**src/rtl/bitmap_blitter.sv**
```systemverilog
// bitmap_blitter: renders a ROWS x COLS one-bit bitmap as pixel blocks
// on the 160x120 VGA adapter. Optional macro BLIT_CLIP_EN clips off-screen.
module bitmap_blitter #(
  parameter int COLS    = 16,
  parameter int ROWS    = 16,
  parameter int CELL_W  = 2,
  parameter int CELL_H  = 2,
  parameter int PITCH_X = 10,
  parameter int PITCH_Y = 7,
  localparam int RW = (ROWS > 1) ? $clog2(ROWS) : 1,
  localparam int CW = (COLS > 1) ? $clog2(COLS) : 1
) (
  input  logic            fastclock,
  input  logic            reset,
  input  logic            wr_en,
  input  logic [RW-1:0]   wr_row,
  input  logic [COLS-1:0] wr_data,
  input  logic            start,
  input  logic [7:0]      origin_x,
  input  logic [6:0]      origin_y,
  input  logic [2:0]      fg,
  input  logic [2:0]      bg,
  input  logic            transparent,
  output logic [7:0]      x,
  output logic [6:0]      y,
  output logic [2:0]      colour,
  output logic            plot,
  output logic            busy,
  output logic            done
);

`ifdef BLIT_CLIP_EN
  localparam int XW = 9;
  localparam int YW = 8;
`else
  localparam int XW = 8;
  localparam int YW = 7;
`endif

  typedef enum logic [2:0] {
    S_IDLE, S_FETCH, S_DRAW, S_NEXT, S_DONE
  } state_t;

  state_t state_q, state_d;

  logic [COLS-1:0] mem_q [ROWS];
  logic [CW-1:0]   col_q, col_d;
  logic [RW-1:0]   row_q, row_d;
  logic [2:0]      px_q, px_d;
  logic [2:0]      py_q, py_d;
  logic [7:0]      ox_q, ox_d;
  logic [6:0]      oy_q, oy_d;
  logic [2:0]      fg_q, fg_d;
  logic [2:0]      bg_q, bg_d;
  logic            tr_q, tr_d;
  logic [2:0]      cc_q, cc_d;
  logic [7:0]      x_q, x_d;
  logic [6:0]      y_q, y_d;
  logic [2:0]      col_o_q, col_o_d;
  logic            plot_q, plot_d;
  logic            busy_q, busy_d;
  logic            done_q, done_d;

  logic [COLS-1:0] cur_row;
  logic            cur_bit;
  logic            px_last;
  logic            py_last;
  logic            last_cell;
  logic [XW-1:0]   xs;
  logic [YW-1:0]   ys;

  assign cur_row   = mem_q[row_q];
  assign cur_bit   = cur_row[CW'(COLS-1) - col_q];
  assign px_last   = (px_q == 3'(CELL_W-1));
  assign py_last   = (py_q == 3'(CELL_H-1));
  assign last_cell = (row_q == RW'(ROWS-1)) &&
                     (col_q == CW'(COLS-1));
  assign xs = XW'(ox_q) + XW'(col_q * PITCH_X) + XW'(px_q);
  assign ys = YW'(oy_q) + YW'(row_q * PITCH_Y) + YW'(py_q);

  // bitmap storage; writes accepted in every state
  always_ff @(posedge fastclock) begin
    if (reset) begin
      for (int i = 0; i < ROWS; i++) mem_q[i] <= '0;
    end else if (wr_en) begin
      mem_q[wr_row] <= wr_data;
    end
  end

  // state register
  always_ff @(posedge fastclock) begin
    if (reset) state_q <= S_IDLE;
    else       state_q <= state_d;
  end

  // next-state logic
  always_comb begin
    state_d = state_q;
    unique case (state_q)
      S_IDLE:  if (start) state_d = S_FETCH;
      S_FETCH: state_d = (!cur_bit && tr_q) ? S_NEXT : S_DRAW;
      S_DRAW:  if (px_last && py_last) state_d = S_NEXT;
      S_NEXT:  state_d = last_cell ? S_DONE : S_FETCH;
      S_DONE:  state_d = S_IDLE;
      default: state_d = S_IDLE;
    endcase
  end

  // counters, latched settings and next output values
  always_comb begin
    col_d   = col_q;
    row_d   = row_q;
    px_d    = px_q;
    py_d    = py_q;
    ox_d    = ox_q;
    oy_d    = oy_q;
    fg_d    = fg_q;
    bg_d    = bg_q;
    tr_d    = tr_q;
    cc_d    = cc_q;
    x_d     = x_q;
    y_d     = y_q;
    col_o_d = col_o_q;
    plot_d  = 1'b0;
    busy_d  = (state_q == S_FETCH) || (state_q == S_DRAW) ||
              (state_q == S_NEXT);
    done_d  = (state_q == S_DONE);
    unique case (state_q)
      S_IDLE: begin
        if (start) begin
          ox_d  = origin_x;
          oy_d  = origin_y;
          fg_d  = fg;
          bg_d  = bg;
          tr_d  = transparent;
          col_d = '0;
          row_d = '0;
        end
      end
      S_FETCH: begin
        cc_d = cur_bit ? fg_q : bg_q;
        px_d = '0;
        py_d = '0;
      end
      S_DRAW: begin
        x_d     = xs[7:0];
        y_d     = ys[6:0];
        col_o_d = cc_q;
`ifdef BLIT_CLIP_EN
        plot_d  = (xs < XW'(160)) && (ys < YW'(120));
`else
        plot_d  = 1'b1;
`endif
        if (px_last) begin
          px_d = '0;
          py_d = py_q + 3'd1;
        end else begin
          px_d = px_q + 3'd1;
        end
      end
      S_NEXT: begin
        if (col_q == CW'(COLS-1)) begin
          col_d = '0;
          row_d = row_q + RW'(1);
        end else begin
          col_d = col_q + CW'(1);
        end
      end
      default: ;
    endcase
  end

  // datapath and registered adapter outputs
  always_ff @(posedge fastclock) begin
    if (reset) begin
      col_q   <= '0;
      row_q   <= '0;
      px_q    <= '0;
      py_q    <= '0;
      ox_q    <= '0;
      oy_q    <= '0;
      fg_q    <= '0;
      bg_q    <= '0;
      tr_q    <= 1'b0;
      cc_q    <= '0;
      x_q     <= '0;
      y_q     <= '0;
      col_o_q <= '0;
      plot_q  <= 1'b0;
      busy_q  <= 1'b0;
      done_q  <= 1'b0;
    end else begin
      col_q   <= col_d;
      row_q   <= row_d;
      px_q    <= px_d;
      py_q    <= py_d;
      ox_q    <= ox_d;
      oy_q    <= oy_d;
      fg_q    <= fg_d;
      bg_q    <= bg_d;
      tr_q    <= tr_d;
      cc_q    <= cc_d;
      x_q     <= x_d;
      y_q     <= y_d;
      col_o_q <= col_o_d;
      plot_q  <= plot_d;
      busy_q  <= busy_d;
      done_q  <= done_d;
    end
  end

  assign x      = x_q;
  assign y      = y_q;
  assign colour = col_o_q;
  assign plot   = plot_q;
  assign busy   = busy_q;
  assign done   = done_q;

endmodule

```
**config.mk**
```make
export PLATFORM = sky130hd
export DESIGN_NAME = bitmap_blitter
export DESIGN_NICKNAME = d
export VERILOG_FILES = /design/src/rtl/bitmap_blitter.sv
export SDC_FILE = /design/constraint.sdc
export NUM_CORES = 1
export LEC_CHECK = 0
export ABC_AREA = 1
export CAP_MARGIN = 20
export CORE_UTILIZATION = 50
export DETAILED_ROUTE_END_ITERATION = 6
export PLACE_DENSITY = 0.71
export REMOVE_ABC_BUFFERS = 1
export SYNTH_ARGS = -nofsm -noshare
export SYNTH_HDL_FRONTEND = slang
export SYNTH_SLANG_ARGS = --single-unit
```
**constraint.sdc**
```tcl
create_clock -name fastclock -period 3.23 [get_ports fastclock]
set_input_delay 0.646 -clock fastclock [delete_from_list [all_inputs] [get_ports fastclock]]
set_output_delay 0.646 -clock fastclock [all_outputs]
set_load 0.02 [all_outputs]
```
* After elaboration in Yosys (flattened, before gate mapping)
Memory sizes are Yosys's and may differ from the RTL's. A register that Yosys moved wholly into a read port is not among the register bits.
Cells that the tools add are included.
** Word-level totals
- Bits in registers :: 63
- RAM bits :: 256
- Input port bits :: 46
- Output and inout port bits :: 21
- Logic and storage cells :: 85
- Memories kept :: 1
** Memories
- mem_q :: words 16, bits a word 16, rd ports 1, clocked after memory_dff 1, write ports 16, RTL line 46 : logic [COLS-1:0] mem_q [ROWS];
** Cells by class
- $add $sub $neg :: 9
- $mul :: 2
- Magnitude comparators :: 1
- Eq/ne operators :: 12
- Mux-type cells :: 28
- Reductions and logical operators :: 15
** Operators with widths (number)
- two-way mux 4 bit :: 6
- two-way mux 3 bit :: 6
- two-way mux 16 bit :: 1
- one-hot mux 4 bit (2 select lines) :: 2
- OR reduction 16 bit :: 1
- multiplier 4 x 3 -> 7 bit, second input constant :: 2
- one-hot mux 3 bit (2 select lines) :: 2
- one-hot mux 3 bit (4 select lines) :: 1
- equality test 3 x 1 -> 1 bit, second input constant :: 3
- two-way mux 1 bit :: 9
- adder 4 x 1 -> 4 bit, second input constant :: 2
- adder 8 x 3 -> 8 bit :: 1
- adder 8 bit :: 1
- equality test 4 bit, second input constant :: 2
- AND reduction 2 bit :: 4
- adder 7 x 3 -> 7 bit :: 1
- adder 7 bit :: 1
- adder 3 x 1 -> 3 bit, second input constant :: 2
- equality test 3 x 2 -> 1 bit, second input constant :: 2
- != test 2 bit, second input constant :: 3
- < comparator 4 x 5 -> 1 bit, second input constant :: 1
- binary-select mux 1 bit (select 4 bit) :: 1
- nonzero test 2 bit :: 2
- subtractor 4 bit, first input constant :: 1
- 7 further kinds :: 10

* Logic depth before layout (Yosys ltp)
- Depth after elaboration :: 7
- Gate-level depth with buffers :: 17
- Gate-level depth less buffers :: 16

* Worst setup path after synthesis
Ideal clock, no wire load.
- Path type :: reg2reg
- From :: reg row_q[0]
- To :: reg y_q[6] (netlist: y[6])
- Library setup time :: 0.117 ns
- Arrival :: 3.039 ns
- Required time :: 3.113 ns
- Setup slack :: 0.074 ns
- Stages on the path, launching flop included :: 16
- Path buffers :: 0
- Clock period less this slack :: 3.156 ns
- Path through :: dfxtp_1 fa_1 inv_1 fa_1 fa_1 inv_1 ha_1 nand3_1 and2_1 inv_1 a21oi_1 nor2_1 o21ai_0 nand2_1 o221ai_1 inv_1
** Between the ends
- Cells in the longest elaborated chain, start to end :: 3
** RTL lines
- from (decl) :: RTL line 48 : logic [RW-1:0] row_q, row_d;
- from (signal assigned) :: RTL line 194 : row_q <= row_d;
- multiplier 4 x 3 -> 7 bit :: RTL line 79 : assign ys = YW'(oy_q) + YW'(row_q * PITCH_Y) + YW'(py_q);
- adder 7 bit :: RTL line 79
- adder 7 x 3 -> 7 bit :: RTL line 79
- to (signal assigned) :: RTL line 204 : y_q <= y_d;
- to (decl) :: RTL line 58 : logic [6:0] y_q, y_d;
No other way between the ends.
A chain may end at the register's enable or synchronous reset.

* Final worst setup path
Ends and elaborated chain as after synthesis.

==> impl_metrics.tcl <==
set metrics [dict create \
    startpoint "row_q[0]" \
    grt_max_degree 130 \
    post-route-min-period_ps 3190 \
    period_share 0.988 \
    ios 67 \
    viasPerCell 5.52 \
    clk_pin_slew_ps 60 \
    p_leak_nw 7.31 \
    worstHoldStart "cc_q[0]" \
    vias 11900 \
    peakVddDrop_mv 0.319 \
    remaining_drc_errors 0 \
    antenna_cells 0 \
    maxCapViolCount 0 \
    grt_pass1_vias 11189 \
    clock_sinks 323 \
    post-cts-setup-buffer-count 0 \
    detail-route-antenna-nets 0 \
    hpwl_um 25300 \
    preCtsSetupSlack_ps -51.5 \
    synth_area_mm2 0.0152 \
    clock_latency_ps 510 \
    routedWlPerCell_um 18.3 \
    fillerInstances 2526 \
    die_y_um 176 \
    fin_skew_ps 11.5 \
    nets 1838 \
    outcome "complete, no violations" \
    met1Wirelength_um 16500 \
    slew_headroom 0.378 \
    cts_max_path_buffers 3 \
    cts_root_buf "clkbuf_16" \
    first_iter_violations 1446 \
    ys_seq_area_frac 0.594 \
    rr_worst_depth 15 \
    met2_length_um 17900 \
    worstSetupEndpointType "flop" \
    core_area_mm2 0.0298 \
    routed.top_layer "met4" \
    slew_violations 0 \
    area_growth_pct 16.0 \
    htree_levels 2 \
    route.met3.wl_um 3640 \
    worstSetupStartpointType "flop" \
    ys_top_cells_by_area "edfxtp_1, nand2_1, dfxtp_1" \
    fmax_mhz 313 \
    synth.yosys.warnings 0 \
    grt_usage 0.260 \
    port_buffers 66 \
    start_util 0.510 \
    cp.required_ps 3620 \
    first_pass_iters 5 \
    ys_seq_elements 323 \
    setup-violations-final 0 \
    antenna_found_initial 0 \
    cp_max_fo 2 \
    r2r-start "row_q[0]" \
    power_mw 9.46 \
    numCtsBuffers 35 \
    hold_path_depth 2 \
    synthDistinctLibCells 31 \
    cp.arrival_ps 3580 \
    fin_ws_ps 39.4 \
    synth_top_area_frac 0.506 \
    cts_tree "yes" \
    worstHoldPathType "flop to flop" \
    routed_wl_um 39400 \
    avgSynthCellArea_um2 9.06 \
    grt_pass1_wl_um 61800 \
    power.density_mw_per_mm2 537 \
    dieArea_mm2 0.0311 \
    die_w_um 176 \
    hold_buffers 0 \
    grt_overflow 0 \
    tightestPinTransition_ps 932 \
    gp_congestion 0.995 \
    drive_gt1_frac 0.0719 \
    crit_type "flop to flop" \
    synth_top_cell_by_area "edfxtp_1" \
    rsz0062_at_grt "yes" \
    syn_inst 1677 \
    row_count 63 \
    finalHoldViolCount 0 \
]
==> stage by stage <==
stage,std cells,cell area [um^2],hold WS (ps),setup TNS [ps],utilization
after CTS,2157,17600,454,0,0.591
after floorplan,1575,14800,421,-7100,-
final,2157,17600,451,0,0.591
after global placement,2099,16500,435,-32.6,0.555
after global routing,2157,17600,471,-169,0.591
after detailed placement,2099,16500,442,-51.5,0.555
==> per-layer routing <==
metal	vias up	track usage
met5	-	0
li1	5639	-
met4	0	0.0938
met3	80	0.0338
met2	519	0.402
met1	5662	0.377
==> sequential cells by signal (all words and copies together), names as in the netlist, named ones only <==
register,flops
oy_q,7
tr_q,1
state_q,3
plot,1
mem_q,256
bg_q,3
ox_q,8
fg_q,3
done,1
py_q,3
x,8
row_q,4
colour,3
cc_q,3
busy,1
y,7
col_q,4
px_q,3
==> layout make-up <==
type                       instances  area [um^2]  share of cell area
clock buffer                      41          898              0.0510
multi-input combinational       1136         5300               0.301
timing repair buffer             134         1300              0.0736
sequential                       323         9030               0.513
inverter                         116          437              0.0248
clock inverter                    17          164             0.00930
tap                              390          488              0.0277
==> cells in the mapped netlist <==
library cell    n
nand2_1       385
nor2_1        357
edfxtp_1      256
nand3_1       199
inv_1         114
clkbuf_1       71
dfxtp_1        67
a21oi_1        50
o21ai_0        47
ha_1           34
buf_2          16
fa_1           12
nor3_1         11
xor2_1         11
o21ai_1        10
buf_4           9
buf_1           6
xnor2_1         4
a211oi_1        3
nand3_2         2
o211ai_1        2
o221ai_1        2
a221oi_1        1
a22oi_1         1
and2_1          1
clkinv_1        1
inv_2           1
nand4_1         1
nor3b_1         1
o22ai_1         1
or2_2           1
==> logic make-up after synthesis <==
| group | synth area share |
|---|---|
| DFF | 0.594 |
| xor gates and xnor gates | 0.00865 |
| AOI/OAI and AO/OA | 0.0404 |
| adders and majority gates | 0.0438 |
| and+or+nand+nor | 0.256 |
| buffers and inverters | 0.0574 |
==> cell usage in the layout (no fill, tap or decap), types with 2 or more instances in the layout <==
| cell | count |
|---|---|
| clkbuf_1 | 6 |
| ha_1 | 34 |
| bufinv_16 | 3 |
| buf_4 | 58 |
| inv_2 | 2 |
| nand2_1 | 385 |
| nor2_1 | 356 |
| clkinvlp_2 | 2 |
| xor2_1 | 11 |
| o221ai_1 | 2 |
| o21ai_0 | 46 |
| edfxtp_1 | 256 |
| nor3_1 | 11 |
| dfxtp_2 | 2 |
| xnor2_1 | 4 |
| buf_12 | 10 |
| nand3_2 | 2 |
| o211ai_1 | 2 |
| dfxtp_1 | 64 |
| clkbuf_16 | 35 |
| clkdlybuf4s50_1 | 66 |
| inv_1 | 112 |
| fa_1 | 12 |
| clkinv_1 | 6 |
| clkinv_2 | 5 |
| a211oi_1 | 3 |
| nand3_1 | 199 |
| a21oi_1 | 49 |
| o21ai_1 | 11 |
==> power by group <==
| group | switching [mW] | leakage, nW | total, mW | internal [mW] |
|---|---|---|---|---|
| combinational | 0.549 | 3.80 | 0.851 | 0.301 |
| clock | 1.56 | 0.513 | 3.78 | 2.22 |
| sequential | 0.0920 | 2.99 | 4.83 | 4.74 |
| total | 2.20 | 7.31 | 9.46 | 7.26 |
==> critical path, cell delays in order (launching register included) <==
cell,delay [ps]
dfxtp_2,330
fa_1,550
inv_1,60
fa_1,450
fa_1,530
inv_1,50
ha_1,280
nand3_1,80
and2_4,150
inv_2,30
a21oi_2,120
nor2_2,50
o21ai_1,110
nand2_1,60
o221ai_1,190
inv_1,60
==> final timing paths <==
| path | to | slack [ps] |
|---|---|---|
| worst min register to register | cc_q[0] | 450 |
| worst max register to register | y[6] | 40 |
| worst max-delay path | y[6] | 40 |
| worst min-delay path | cc_q[0] | 450 |
==> repair_timing <==
action / in CTS / in global routing
pin swaps: 2 / 0
resized for setup: 2 / 4
gates cloned: 0 / 0
setup endpoints to repair: 1 / 1
(Power assumes the default switching activity.)
